**src/rtl/cam_cfg_pkg.sv**
```systemverilog
// Shared types, constants and the default OV7670 QVGA RGB565 register table for the
// camera configuration sequencer (optional NACK retry: CAM_CFG_RETRY_EN).
package cam_cfg_pkg;

  typedef enum logic [2:0] {
    ST_IDLE,
    ST_FETCH,
    ST_ISSUE,
    ST_WAIT_DONE,
    ST_SETTLE,
    ST_DONE,
    ST_ERROR
  } state_t;

  typedef struct packed {
    logic [7:0] reg_addr;
    logic [7:0] data;
  } cfg_entry_t;

  localparam logic [7:0]  COM7_ADDR      = 8'h12;
  localparam int          COM7_RESET_BIT = 7;
  localparam logic [15:0] SENTINEL       = 16'hFFFF;
  localparam int          TABLE_LEN      = 24;

  // Entry 0 sits in the most significant slot; soft reset first, then QVGA RGB565.
  localparam cfg_entry_t [0:TABLE_LEN-1] DEFAULT_TABLE = {
    16'h1280, 16'h1214, 16'h1101, 16'h40D0, 16'h8C00, 16'h3A04,
    16'h0C04, 16'h3E19, 16'h703A, 16'h7135, 16'h7211, 16'h73F1,
    16'hA202, 16'h1716, 16'h1804, 16'h3224, 16'h1902, 16'h1A7A,
    16'h030A, 16'h13E7, 16'h4F80, 16'h5080, 16'h5100, 16'h589E
  };

  function automatic logic is_soft_reset(input cfg_entry_t e);
    return (e.reg_addr == COM7_ADDR) && e.data[COM7_RESET_BIT];
  endfunction

endpackage

```
**src/rtl/cam_cfg_rom.sv**
```systemverilog
// Combinational register-table lookup; indices beyond the table return the sentinel.
module cam_cfg_rom import cam_cfg_pkg::*; #(
  parameter int                        IDX_W = 5,
  parameter logic [16*TABLE_LEN-1:0]   TABLE = DEFAULT_TABLE
) (
  input  logic [IDX_W-1:0] index,
  output cfg_entry_t       entry
);

  always_comb begin
    entry = cfg_entry_t'(SENTINEL);
    for (int i = 0; i < TABLE_LEN; i++) begin
      if (int'(index) == i) begin
        entry = cfg_entry_t'(TABLE[(TABLE_LEN-1-i)*16 +: 16]);
      end
    end
  end

endmodule

```
**src/rtl/cam_cfg_sequencer.sv**
```systemverilog
// OV7670 power-up configuration sequencer: walks the register table and issues one SCCB
// write per entry with settle delays. Define CAM_CFG_RETRY_EN to resend NACKed entries.
module cam_cfg_sequencer import cam_cfg_pkg::*; #(
  parameter int                      NUM_REGS          = 24,
  parameter logic [7:0]              DEV_ADDR          = 8'h42,
  parameter int                      RESET_WAIT_CYCLES = 1_000_000,
  parameter int                      INTER_WAIT_CYCLES = 1_000,
  parameter int                      MAX_RETRIES       = 3,
  parameter logic [16*TABLE_LEN-1:0] TABLE             = DEFAULT_TABLE,
  localparam int                     IDX_W = (NUM_REGS > 1) ? $clog2(NUM_REGS) : 1
) (
  input  logic             clk,
  input  logic             reset,
  input  logic             start,
  output logic             wr_req,
  input  logic             wr_ready,
  output logic [7:0]       wr_dev,
  output logic [7:0]       wr_reg,
  output logic [7:0]       wr_data,
  input  logic             wr_done,
  input  logic             wr_nack,
  output logic             busy,
  output logic             done,
  output logic             error,
  output logic [IDX_W-1:0] err_index
);

  localparam int SEQ_W = $clog2(NUM_REGS + 1);
  localparam int CNT_W = $clog2(RESET_WAIT_CYCLES + 1);
  localparam logic [CNT_W-1:0] RESET_WAIT = CNT_W'(RESET_WAIT_CYCLES);
  localparam logic [CNT_W-1:0] INTER_WAIT = CNT_W'(INTER_WAIT_CYCLES);
  localparam logic [SEQ_W-1:0] LAST_IDX   = SEQ_W'(NUM_REGS);

  state_t           state;
  logic [SEQ_W-1:0] idx;
  logic [CNT_W-1:0] wait_cnt;
  logic [CNT_W-1:0] settle_len;
  cfg_entry_t       entry;
  logic             retry_ok;

  cam_cfg_rom #(
    .IDX_W (IDX_W),
    .TABLE (TABLE)
  ) u_rom (
    .index (idx[IDX_W-1:0]),
    .entry (entry)
  );

  assign settle_len = is_soft_reset({wr_reg, wr_data}) ? RESET_WAIT : INTER_WAIT;

`ifdef CAM_CFG_RETRY_EN
  localparam int RTY_W = (MAX_RETRIES > 0) ? $clog2(MAX_RETRIES + 1) : 1;
  logic [RTY_W-1:0] retry_cnt;

  assign retry_ok = (int'(retry_cnt) < MAX_RETRIES);

  always_ff @(posedge clk or posedge reset) begin
    if (reset) begin
      retry_cnt <= '0;
    end else if ((state == ST_IDLE || state == ST_DONE || state == ST_ERROR) && start) begin
      retry_cnt <= '0;
    end else if (state == ST_WAIT_DONE && wr_done) begin
      if (!wr_nack)      retry_cnt <= '0;
      else if (retry_ok) retry_cnt <= retry_cnt + RTY_W'(1);
    end
  end
`else
  assign retry_ok = 1'b0;
`endif

  always_ff @(posedge clk or posedge reset) begin
    if (reset) begin
      state     <= ST_IDLE;
      idx       <= '0;
      wait_cnt  <= '0;
      wr_req    <= 1'b0;
      wr_dev    <= '0;
      wr_reg    <= '0;
      wr_data   <= '0;
      err_index <= '0;
    end else begin
      case (state)
        ST_IDLE, ST_DONE, ST_ERROR: begin
          if (start) begin
            idx   <= '0;
            state <= ST_FETCH;
          end
        end
        ST_FETCH: begin
          if (idx == LAST_IDX || entry == SENTINEL) begin
            state <= ST_DONE;
          end else begin
            wr_dev  <= DEV_ADDR;
            wr_reg  <= entry.reg_addr;
            wr_data <= entry.data;
            wr_req  <= 1'b1;
            state   <= ST_ISSUE;
          end
        end
        ST_ISSUE: begin
          if (wr_req && wr_ready) begin
            wr_req <= 1'b0;
            state  <= ST_WAIT_DONE;
          end
        end
        ST_WAIT_DONE: begin
          if (wr_done) begin
            if (!wr_nack) begin
              // A zero-length settle skips SETTLE so its length stays exact.
              if (settle_len == '0) begin
                idx   <= idx + SEQ_W'(1);
                state <= ST_FETCH;
              end else begin
                wait_cnt <= settle_len;
                state    <= ST_SETTLE;
              end
            end else if (retry_ok) begin
              wr_req <= 1'b1;
              state  <= ST_ISSUE;
            end else begin
              err_index <= idx[IDX_W-1:0];
              state     <= ST_ERROR;
            end
          end
        end
        ST_SETTLE: begin
          if (wait_cnt == CNT_W'(1)) begin
            wait_cnt <= '0;
            idx      <= idx + SEQ_W'(1);
            state    <= ST_FETCH;
          end else begin
            wait_cnt <= wait_cnt - CNT_W'(1);
          end
        end
        default: state <= ST_IDLE;
      endcase
    end
  end

  assign busy  = state inside {ST_FETCH, ST_ISSUE, ST_WAIT_DONE, ST_SETTLE};
  assign done  = (state == ST_DONE);
  assign error = (state == ST_ERROR);

endmodule

```
**config.mk**
```make
export PLATFORM = sky130hd
export DESIGN_NAME = cam_cfg_sequencer
export DESIGN_NICKNAME = d
export VERILOG_FILES = /design/src/rtl/cam_cfg_pkg.sv /design/src/rtl/cam_cfg_rom.sv /design/src/rtl/cam_cfg_sequencer.sv
export SDC_FILE = /design/constraint.sdc
export NUM_CORES = 1
export LEC_CHECK = 0
export ABC_AREA = 1
export ABC_CLOCK_PERIOD_IN_PS = 3150
export CAP_MARGIN = 0
export CORE_MARGIN = 3
export CORE_UTILIZATION = 45
export DETAILED_ROUTE_END_ITERATION = 10
export PLACE_DENSITY = 0.64
export SYNTH_ARGS = -nofsm -noshare
export SYNTH_HDL_FRONTEND = slang
export SYNTH_SLANG_ARGS = --single-unit
```
**constraint.sdc**
```tcl
create_clock -name clk -period 3.15 [get_ports clk]
set_input_delay 0.7875 -clock clk [delete_from_list [all_inputs] [get_ports clk]]
set_output_delay 0.7875 -clock clk [all_outputs]
set_load 0.05 [all_outputs]
```
---- Word level (Yosys, flattened, before mapping) ----
Index checks and enable logic that the tools add are counted.
word-level totals
  input port bits ......................... 6
  logic and storage cells ................. 116
  output and inout bits ................... 33
  register bits after elaboration ......... 51
operators by class
  bitwise operators ....................... 1
  multiplexer cells ....................... 47
  equality and inequality tests ........... 41
  add/subtract/negate cells ............... 2
  reductions and logical operators ........ 17
operator list
  cell                                                                     count
  16-bit two-way mux                                                       24
  20-bit two-way mux                                                       5
  5-bit equality test (second input constant)                              17
  20-bit one-hot mux with 2 select lines                                   1
  5-bit two-way mux                                                        5
  3-bit two-way mux                                                        7
  20-bit by 1-bit equality test with 1-bit output (second input constant)  1
  5-bit by 4-bit equality test with 1-bit output (second input constant)   4
  20-bit zero test                                                         1
  20-bit by 1-bit subtractor with 20-bit output (second input constant)    1
  16-bit equality test (second input constant)                             1
  2-bit inequality test (second input constant)                            8
  3-bit one-hot mux with 5 select lines                                    1
  5-bit one-hot mux with 3 select lines                                    1
  5-bit by 3-bit equality test with 1-bit output (second input constant)   2
  3-bit equality test (second input constant)                              3
  8-bit by 5-bit equality test with 1-bit output (second input constant)   1
  4-bit AND reduction                                                      2
  3-bit by 2-bit equality test with 1-bit output (second input constant)   2
  3-bit AND reduction                                                      2
  6-bit AND reduction                                                      1
  5-bit by 1-bit adder with 5-bit output (second input constant)           1
  5-bit by 2-bit equality test with 1-bit output (second input constant)   1
  5-bit zero test                                                          1
  12 further kinds                                                         15

---- Depth between registers and ports, before layout ----
Gate-level depths: netlist of run 1.
  depth in word-level cells ............... 29
  mapped depth ............................ 21
  gate-level depth less buffers ........... 21

---- Modules after synthesis ----
A second synthesis of run 1 with hierarchy kept.
second synthesis, totals
  cells, all modules ...................... 538
  area, all modules ....................... 3788.6 um2
by module, submodules not included
  module             area each (um2)  instances  cells an instance
  cam_cfg_sequencer  3080.5           1          401
  cam_cfg_rom        708.2            1          137

---- Worst setup path after synthesis of run 1 ----
Ideal clock, no wire load.
  path kind ............................... reg2reg
  start point ............................. register idx[0]
  end point ............................... register wr_reg[0]
  arrival ................................. 2085 ps
  period minus slack after synthesis ...... 2203 ps
  library setup time ...................... 118 ps
  path slack .............................. 947 ps
  buffers on the path ..................... 1
  cell stages (with the launch flop) ...... 16
  cell sequence ........................... dfrtp_1 -> ha_1 -> inv_1 -> nor2_1 -> ha_1 -> inv_1 -> nand2_1 -> nor2_1 -> nand2_1 -> o21ai_1 -> nand2_2 -> nand3_4 -> inv_4 -> buf_6 -> nand3_2 -> nand2_1
on the way
  longest elaborated chain between the ends .. 29
ends and longest elaborated chain
  item                                  line                      RTL
  from (decl)                           cam_cfg_sequencer.sv:35   logic [SEQ_W-1:0] idx;
  from (signal assigned)                cam_cfg_sequencer.sv:111  idx <= idx + SEQ_W'(1);
  from (signal assigned)                cam_cfg_sequencer.sv:129  idx <= idx + SEQ_W'(1);
  5-bit zero test                       cam_cfg_rom.sv:13         if (int'(index) == i) begin
  16-bit two-way mux (24 in series)     cam_cfg_rom.sv:13
  16-bit equality test                  cam_cfg_sequencer.sv:90   if (idx == LAST_IDX || entry == SENTINEL) begin
  1-bit logical OR                      cam_cfg_sequencer.sv:90
  1-bit inverter (no source line)       -
  2-bit AND reduction (no source line)  -
  to (signal assigned)                  cam_cfg_sequencer.sv:94   wr_reg <= entry.reg_addr;
  to (decl)                             cam_cfg_sequencer.sv:18   output logic [7:0] wr_reg,
Several ways; a longest one is shown, not always the timed one.
A chain may end at the register's enable or synchronous reset.

---- Worst setup path in the final report of run 1 ----
  start point ............................. register state[1]
  end point ............................... output done
on the way
  longest elaborated chain between the ends .. 1
ends and longest elaborated chain
  item                    line                      RTL
  from (decl)             cam_cfg_sequencer.sv:34   state_t state;
  from (signal assigned)  cam_cfg_sequencer.sv:73   state <= ST_IDLE;
  from (signal assigned)  cam_cfg_sequencer.sv:86   state <= ST_FETCH;
  from (signal assigned)  cam_cfg_sequencer.sv:91   state <= ST_DONE;
  3-bit equality test     cam_cfg_sequencer.sv:141  assign done = (state == ST_DONE);
  to (decl)               cam_cfg_sequencer.sv:23   output logic done,
No other way between the ends.

==> key figures, run 1 <==
Run status
  – Status: completed

Final layout
  – NumNets Final: about 550
  – # diodes: 0
  – Non-filler cells, final: between 600 and 700
  – Share of layout cells above drive strength 1: a little under a tenth
  – Max reg flops: 20
  – Filler cells: 751
  – P&R area growth vs syn: 14.6%

Yosys
  – Combinational family with the most area after synthesis: simple AND/OR/NAND/NOR gates
  – Syn Inst Count: 502
  – Yosys cell types: 44
  – Async SR Flop Fraction: 100%
  – Post-synthesis mux area share: 0%
  – Share of the synthesized area in the top cell type: 36.0%
  – Count leader, synth: nand2_1
  – Avg Cell Area, Syn: slightly above 7 µm²
  – Post-synth EDFFs: 0
  – Simple-gate share of the synthesized area: about a third
  – Post-synthesis cell area: approximately 0.0035 mm²
  – Top cells by count, synth: nand2_1 (113), nor2_1 (60), inv_1 (56)
  – XOR/XNOR Fraction of Synth Area: 1.97%
  – Compound-Gate Fraction of Synth Area: between 10% and 20%
  – Post-Synth Adder-Cell Area: 3.03%
  – #FFs+latches synth: a little over 50
  – Dominant cells by area after synthesis: dfrtp_1 (36%), nand2_1 (12%), nor2_1 (6.3%)
  – Sequential element share of the synthesized area: a little over a third
  – Yosys warns: 0
  – Commonest register cell after synthesis: dfrtp_1
  – Dominant cell type by area after synthesis: dfrtp_1

Timing
  – Final setup fails: 0
  – Total negative slack: 0 ns
  – Fmax: roughly 0.37 GHz
  – Minimum clock period: ~2.7 ns
  – Fin crit share: a little under nine tenths
  – Slew @ Worst Pin: between 0.5 and 0.6 ns
  – Relative slew slack: 65.3%
  – Setup ws final: 0.459 ns
  – RSZ-0062 raised after global routing: no
  – Max-slew violation count: 0
  – Post-Route Skew: approximately 0.012 ns
  – Final hold vios: 0

Routing
  – Residual DRC: 0
  – Post-Route WL: 8900 µm
  – Vias: 3363
  – Vias per cell: 5.25
  – TritonRoute pass-1 iters: 5
  – Post-DRT Antenna Nets: 0
  – DR WL/cell: about 14 µm
  – Initial detailed-routing violation count: 331

CTS
  – Post-CTS Setup Bufs: 0
  – CTS root buf: clkbuf_8
  – CTS Buf Count: 5
  – H-tree levels: 2
  – CTS tree: built
  – TritonCTS Sinks: 51
  – CTS clk-pin slew, worst paths: between 0.1 and 0.15 ns
  – Clk Latency, worst-skew pair: 0.31 ns
  – CTS Buffer Depth: 2

Min path
  – Hold path start: wr_data[2]
  – WHS Endpoint: wr_data[2]
  – HP Class: reg -> reg
  – Worst Hold Depth: 2

Setup path
  – Worst r2r dst: wr_data[4]
  – WP buf/inv: 2
  – Reg2Reg Setup Slack: between 0.5 and 0.6 ns
  – Kind of critical path: reg -> out
  – CP endpoint kind: output port
  – Crit start category: flop
  – Crit path cell chain: inv_1, nand2_1, nor2_1, clkdlybuf4s50_1
  – Crit path max fanout: 4
  – Worst EP arrival: about 1.9 ns
  – CP peak stage delay: 0.83 ns
  – Worst Path Required: roughly 2.4 ns
  – Critical Path Slowest Stage Cell: clkdlybuf4s50_1
  – Worst r2r path cells: 12
  – R2r startpoint: idx[0]
  – Largest delay share family, worst path: buffers and inverters

Global routing
  – Grt ovf: 0
  – Antenna violations before repair: 0
  – First-pass GRT wire length: ~15000 µm
  – GRT Total Usage: a little over a fifth
  – Largest net degree at the start of global routing: 34
  – Vias in the first global route: 3127

Die
  – Io pins: 39
  – Rows: 31
  – Initial Utilization: 47.7%
  – Height of the chip: ~95 µm
  – Area of the core: roughly 0.0074 mm²
  – Die width: 94.8 µm
  – Die area: 0.00899 mm²

Place
  – Placed Cells: ~630
  – GP Congestion: between 1 and 1.5
  – Detail Placement HPWL: between 7000 and 8000 µm
  – PortBufs: 32
  – Worst setup slack after placement: roughly 0.5 ns

Pwr
  – Power per cell area: roughly 1000 mW/mm²
  – Maximum VDD drop: ~0.67 mV
  – Static Leak: between 1.5 and 2 nW

Flow run
  – Max-Cap Viols: 0
## through the flow
stage                     util [%]  total power [mW]  hold WS [ns]  cell area, µm²
after floorplan                  -              3.03         0.515            3570
after CTS                     54.6              4.13         0.504            4070
after detailed placement      53.3              3.70         0.475            3970
final                         54.6              4.11         0.500            4070
after global routing          54.6              4.49         0.531            4070
after global placement        53.3              3.72         0.474            3970
## report_power, final
part | total, mW | switching [mW] | internal [mW]
Combinational | 2.63 | 1.75 | 0.881
Sequential | 1.08 | 0.193 | 0.883
Clock | 0.409 | 0.244 | 0.165
Total | 4.11 | 2.18 | 1.93
## routing by layer
metal,GRT usage (%),up-vias,share of wire [%]
met5,0,-,0
met4,3.61,0,0.75
met3,3.51,6,5.8
met2,31.5,116,43
met1,32.0,1517,50
li1,-,1724,-
## repair_timing
item                                    in CTS  in global routing
hold buffers                                 0                  0
endpoints found under the setup margin       0                  1
gates resized for setup                      0                  1
## logic make-up after synthesis
family	after synthesis
buffers and inverters	77
adders and majority gates	8
AOI/OAI and AO/OA	101
DFF	51
xor gates and xnor gates	8
other	1
and+or+nand+nor	256
## cells in the final DEF (no fill, tap or decap), drive strengths merged
cell type	count
nand4	5
o41ai	1
fa	1
nand2	116
clkbuf	5
xnor2	2
o311ai	1
o21a	1
or2	1
xor2	6
conb	6
o32ai	1
nor4	2
and3	3
nor2	73
nor3	18
buf	6
o22ai	2
a21oi	23
a22oi	7
dlymetal6s2s	1
inv	66
a31oi	7
nand3	36
o211ai	1
a211oi	1
clkinv	2
o21ai	53
ha	7
dfrtp	51
clkdlybuf4s50	31
nor3b	2
o31ai	3
## how the worst max path moves through the flow
| stage | to | slack [ns] | start | cells after the start |
|---|---|---|---|---|
| after detailed placement | busy | 0.50 | state[1] | 6 |
| after global placement | busy | 0.48 | state[1] | 6 |
| final | done | 0.46 | state[1] | 4 |
| after CTS | busy | 0.13 | state[1] | 6 |
| after floorplan | wr_reg[0] | 0.95 | idx[0] | 15 |
| after global routing | wr_data[4] | 0.28 | idx[0] | 12 |
## layout make-up
cell class	instances	area, µm²	area share, %
flip-flops and latches	51	1280	31.4
multi-input cells	379	1950	48.0
well taps	99	124	3.05
clock inverters	3	28.8	0.707
inverters	65	249	6.12
clock buffers	5	68.8	1.69
repair buffers	38	368	9.04
## worst reg2reg max path: cells and delay by family, from the launching register on
kind / cells / cell delay [ns]
AO/OA/AOI/OAI: 2 / 0.21
adder cells (fa/ha/maj): 1 / 0.27
AND/OR/NAND/NOR: 6 / 1.07
flip-flops: 1 / 0.42
buffers and inverters: 3 / 0.51
No activity file was read; power rests on OpenSTA's default activity.
==> inputs of run 2 (changes only) <==
- CAP_MARGIN: 0 -> default
==> results of run 2 <==
Final layout, timing and power as in run 1 (identical DEF).
==> inputs of run 3 (changes only) <==
- ABC_CLOCK_PERIOD_IN_PS: 3150 -> 3250
- clock period: 3.15 -> 3.25 ns (I/O delays scaled with it)
==> key figures, run 3 (synthesis gave the netlist of run 1 again) <==
Run status
  – Status: completed

CTS
  – H-tree levels: 2
  – Post-CTS Setup Bufs: 0
  – TritonCTS Sinks: ~50
  – PostCTS Resize Cnt: 0
  – CTS Buf Count: 5
  – CTS Buffer Depth: 2
  – CTS clk-pin slew, worst paths: 0.10 ns
  – Clk Latency, worst-skew pair: around 0.32 ns
  – Cts hold-fix bufs: 0
  – CTS root buf: clkbuf_8
  – CTS tree: built

Timing
  – Fin crit share: a little under nine tenths
  – Slew @ Worst Pin: ~0.51 ns
  – Hold slack: 0.500 ns
  – Relative slew slack: 65.7%
  – Final hold vios: 0
  – Final setup fails: 0
  – RSZ-0062 raised after global routing: no
  – Minimum clock period: 2.79 ns
  – Max-slew violation count: 0
  – Total negative slack: 0 ns
  – Fmax: between 0.3 and 0.4 GHz
  – Post-Route Skew: between 0.01 and 0.015 ns

Final layout
  – Share of layout cells above drive strength 1: under 10%
  – Max reg flops: 20
  – P&R area growth vs syn: 14.8%
  – NumNets Final: 551
  – # diodes: 0
  – Register area: approximately 0.0013 mm²
  – Commonest non-fill, non-tap cell in the layout: nand2_1
  – Most frequent cells in the layout: nand2_1 (113), nor2_1 (60), inv_1 (55)
  – Area occupied by multi-input gates: 0.00195 mm²
  – Util after Layout: ~55%
  – Filler cells: between 700 and 800

Setup path
  – Critical Path Start: state[0]
  – Worst EP arrival: slightly below 2 ns
  – Kind of critical path: reg -> out
  – Worst r2r path cells: 12
  – Reg2Reg Setup Slack: 0.57 ns
  – CP endpoint kind: output port
  – R2r startpoint: idx[0]
  – Crit start category: flop
  – Setup crit end: busy
  – Worst Path Required: about 2.4 ns
  – Crit path max fanout: 5
  – Worst r2r dst: wr_data[4]

Routing
  – Vias per cell: approximately 5.4
  – Residual DRC: 0
  – TritonRoute pass-1 iters: 5
  – Initial detailed-routing violation count: 291
  – DR WL/cell: 14.0 µm
  – Post-Route WL: around 8900 µm
  – Vias: ~3400
  – Post-DRT Antenna Nets: 0

Die
  – Die width: 94.8 µm
  – Die area: between 0.008 and 0.009 mm²
  – Area of the core: roughly 0.0074 mm²
  – Io pins: 39
  – Height of the chip: around 95 µm
  – Initial Utilization: a little under half
  – Rows: 31

Global routing
  – First-pass GRT wire length: 14900 µm
  – Largest net degree at the start of global routing: 33
  – Antenna violations before repair: 0
  – GRT Total Usage: between 20% and 30%
  – Grt ovf: 0
  – Vias in the first global route: 3155

Pwr
  – Power per cell area: ~1000 mW/mm²
  – Maximum VDD drop: 0.592 mV
  – Static Leak: between 1.5 and 2 nW

Place
  – Detail Placement HPWL: about 6900 µm
  – GP Congestion: a little under 1
  – PortBufs: 32

Flow run
  – Max-Cap Viols: 0

Min path
  – HP Class: reg -> reg
==> run 3: cell types whose count changed in the layout (fill, tap and decap cells not counted), sizes merged <==
cell / delta
buf: -3
clkinv: -2
bufinv: +1
clkinvlp: +1
==> run 3: how the worst min path moves through the flow <==
stage	from	endpoint	slack [ns]	cells past startpoint
global placement	wr_data[2]	wr_data[2]	0.47	2
finish	wr_data[2]	wr_data[2]	0.50	2
detailed placement	wr_data[6]	wr_data[6]	0.48	2
global route	wr_data[4]	wr_data[4]	0.53	1
CTS	wr_data[6]	wr_data[6]	0.50	2
floorplan	wait_cnt[4]	wait_cnt[4]	0.51	2
==> run 3: cell type report <==
type	instances	share of cell area, %
repair buffers	35	8.78
clock buffers	5	1.69
inverters	65	6.11
well taps	99	3.04
clock inverters	3	1.14
flip-flops and latches	51	31.3
multi-input cells	379	47.9
==> run 3: report_power, final <==
part	switching (mW)	internal (mW)	total [mW]
logic	1.71	0.848	2.55
registers	0.187	0.856	1.04
clock network	0.227	0.232	0.460
total	2.12	1.94	4.06
==> run 3: layer usage <==
layer | routed length [µm] | up-vias | GRT usage (%)
li1 | - | 1719 | -
met1 | 4420 | 1565 | 31.3
met2 | 3740 | 133 | 30.4
met3 | 580 | 10 | 3.67
met4 | 145 | 0 | 5.41
met5 | 0 | - | 0
==> run 3: stage by stage <==
stage	cell area (µm²)	std cells	worst slack, ns	power, mW
after floorplan	3570	507	1.05	2.94
after global placement	3960	629	0.526	3.57
after detailed placement	3960	629	0.469	3.59
after CTS	4070	637	0.105	4.07
after global routing	4080	637	0.265	4.43
final	4080	637	0.458	4.06
==> run 3: worst max-delay path: stages, from the launching register on <==
cell and delay (ns):
dfrtp_1 0.43, inv_1 0.10, nor3_1 0.43, inv_1 0.15, nand3_1 0.12, dlymetal6s2s_1 0.43
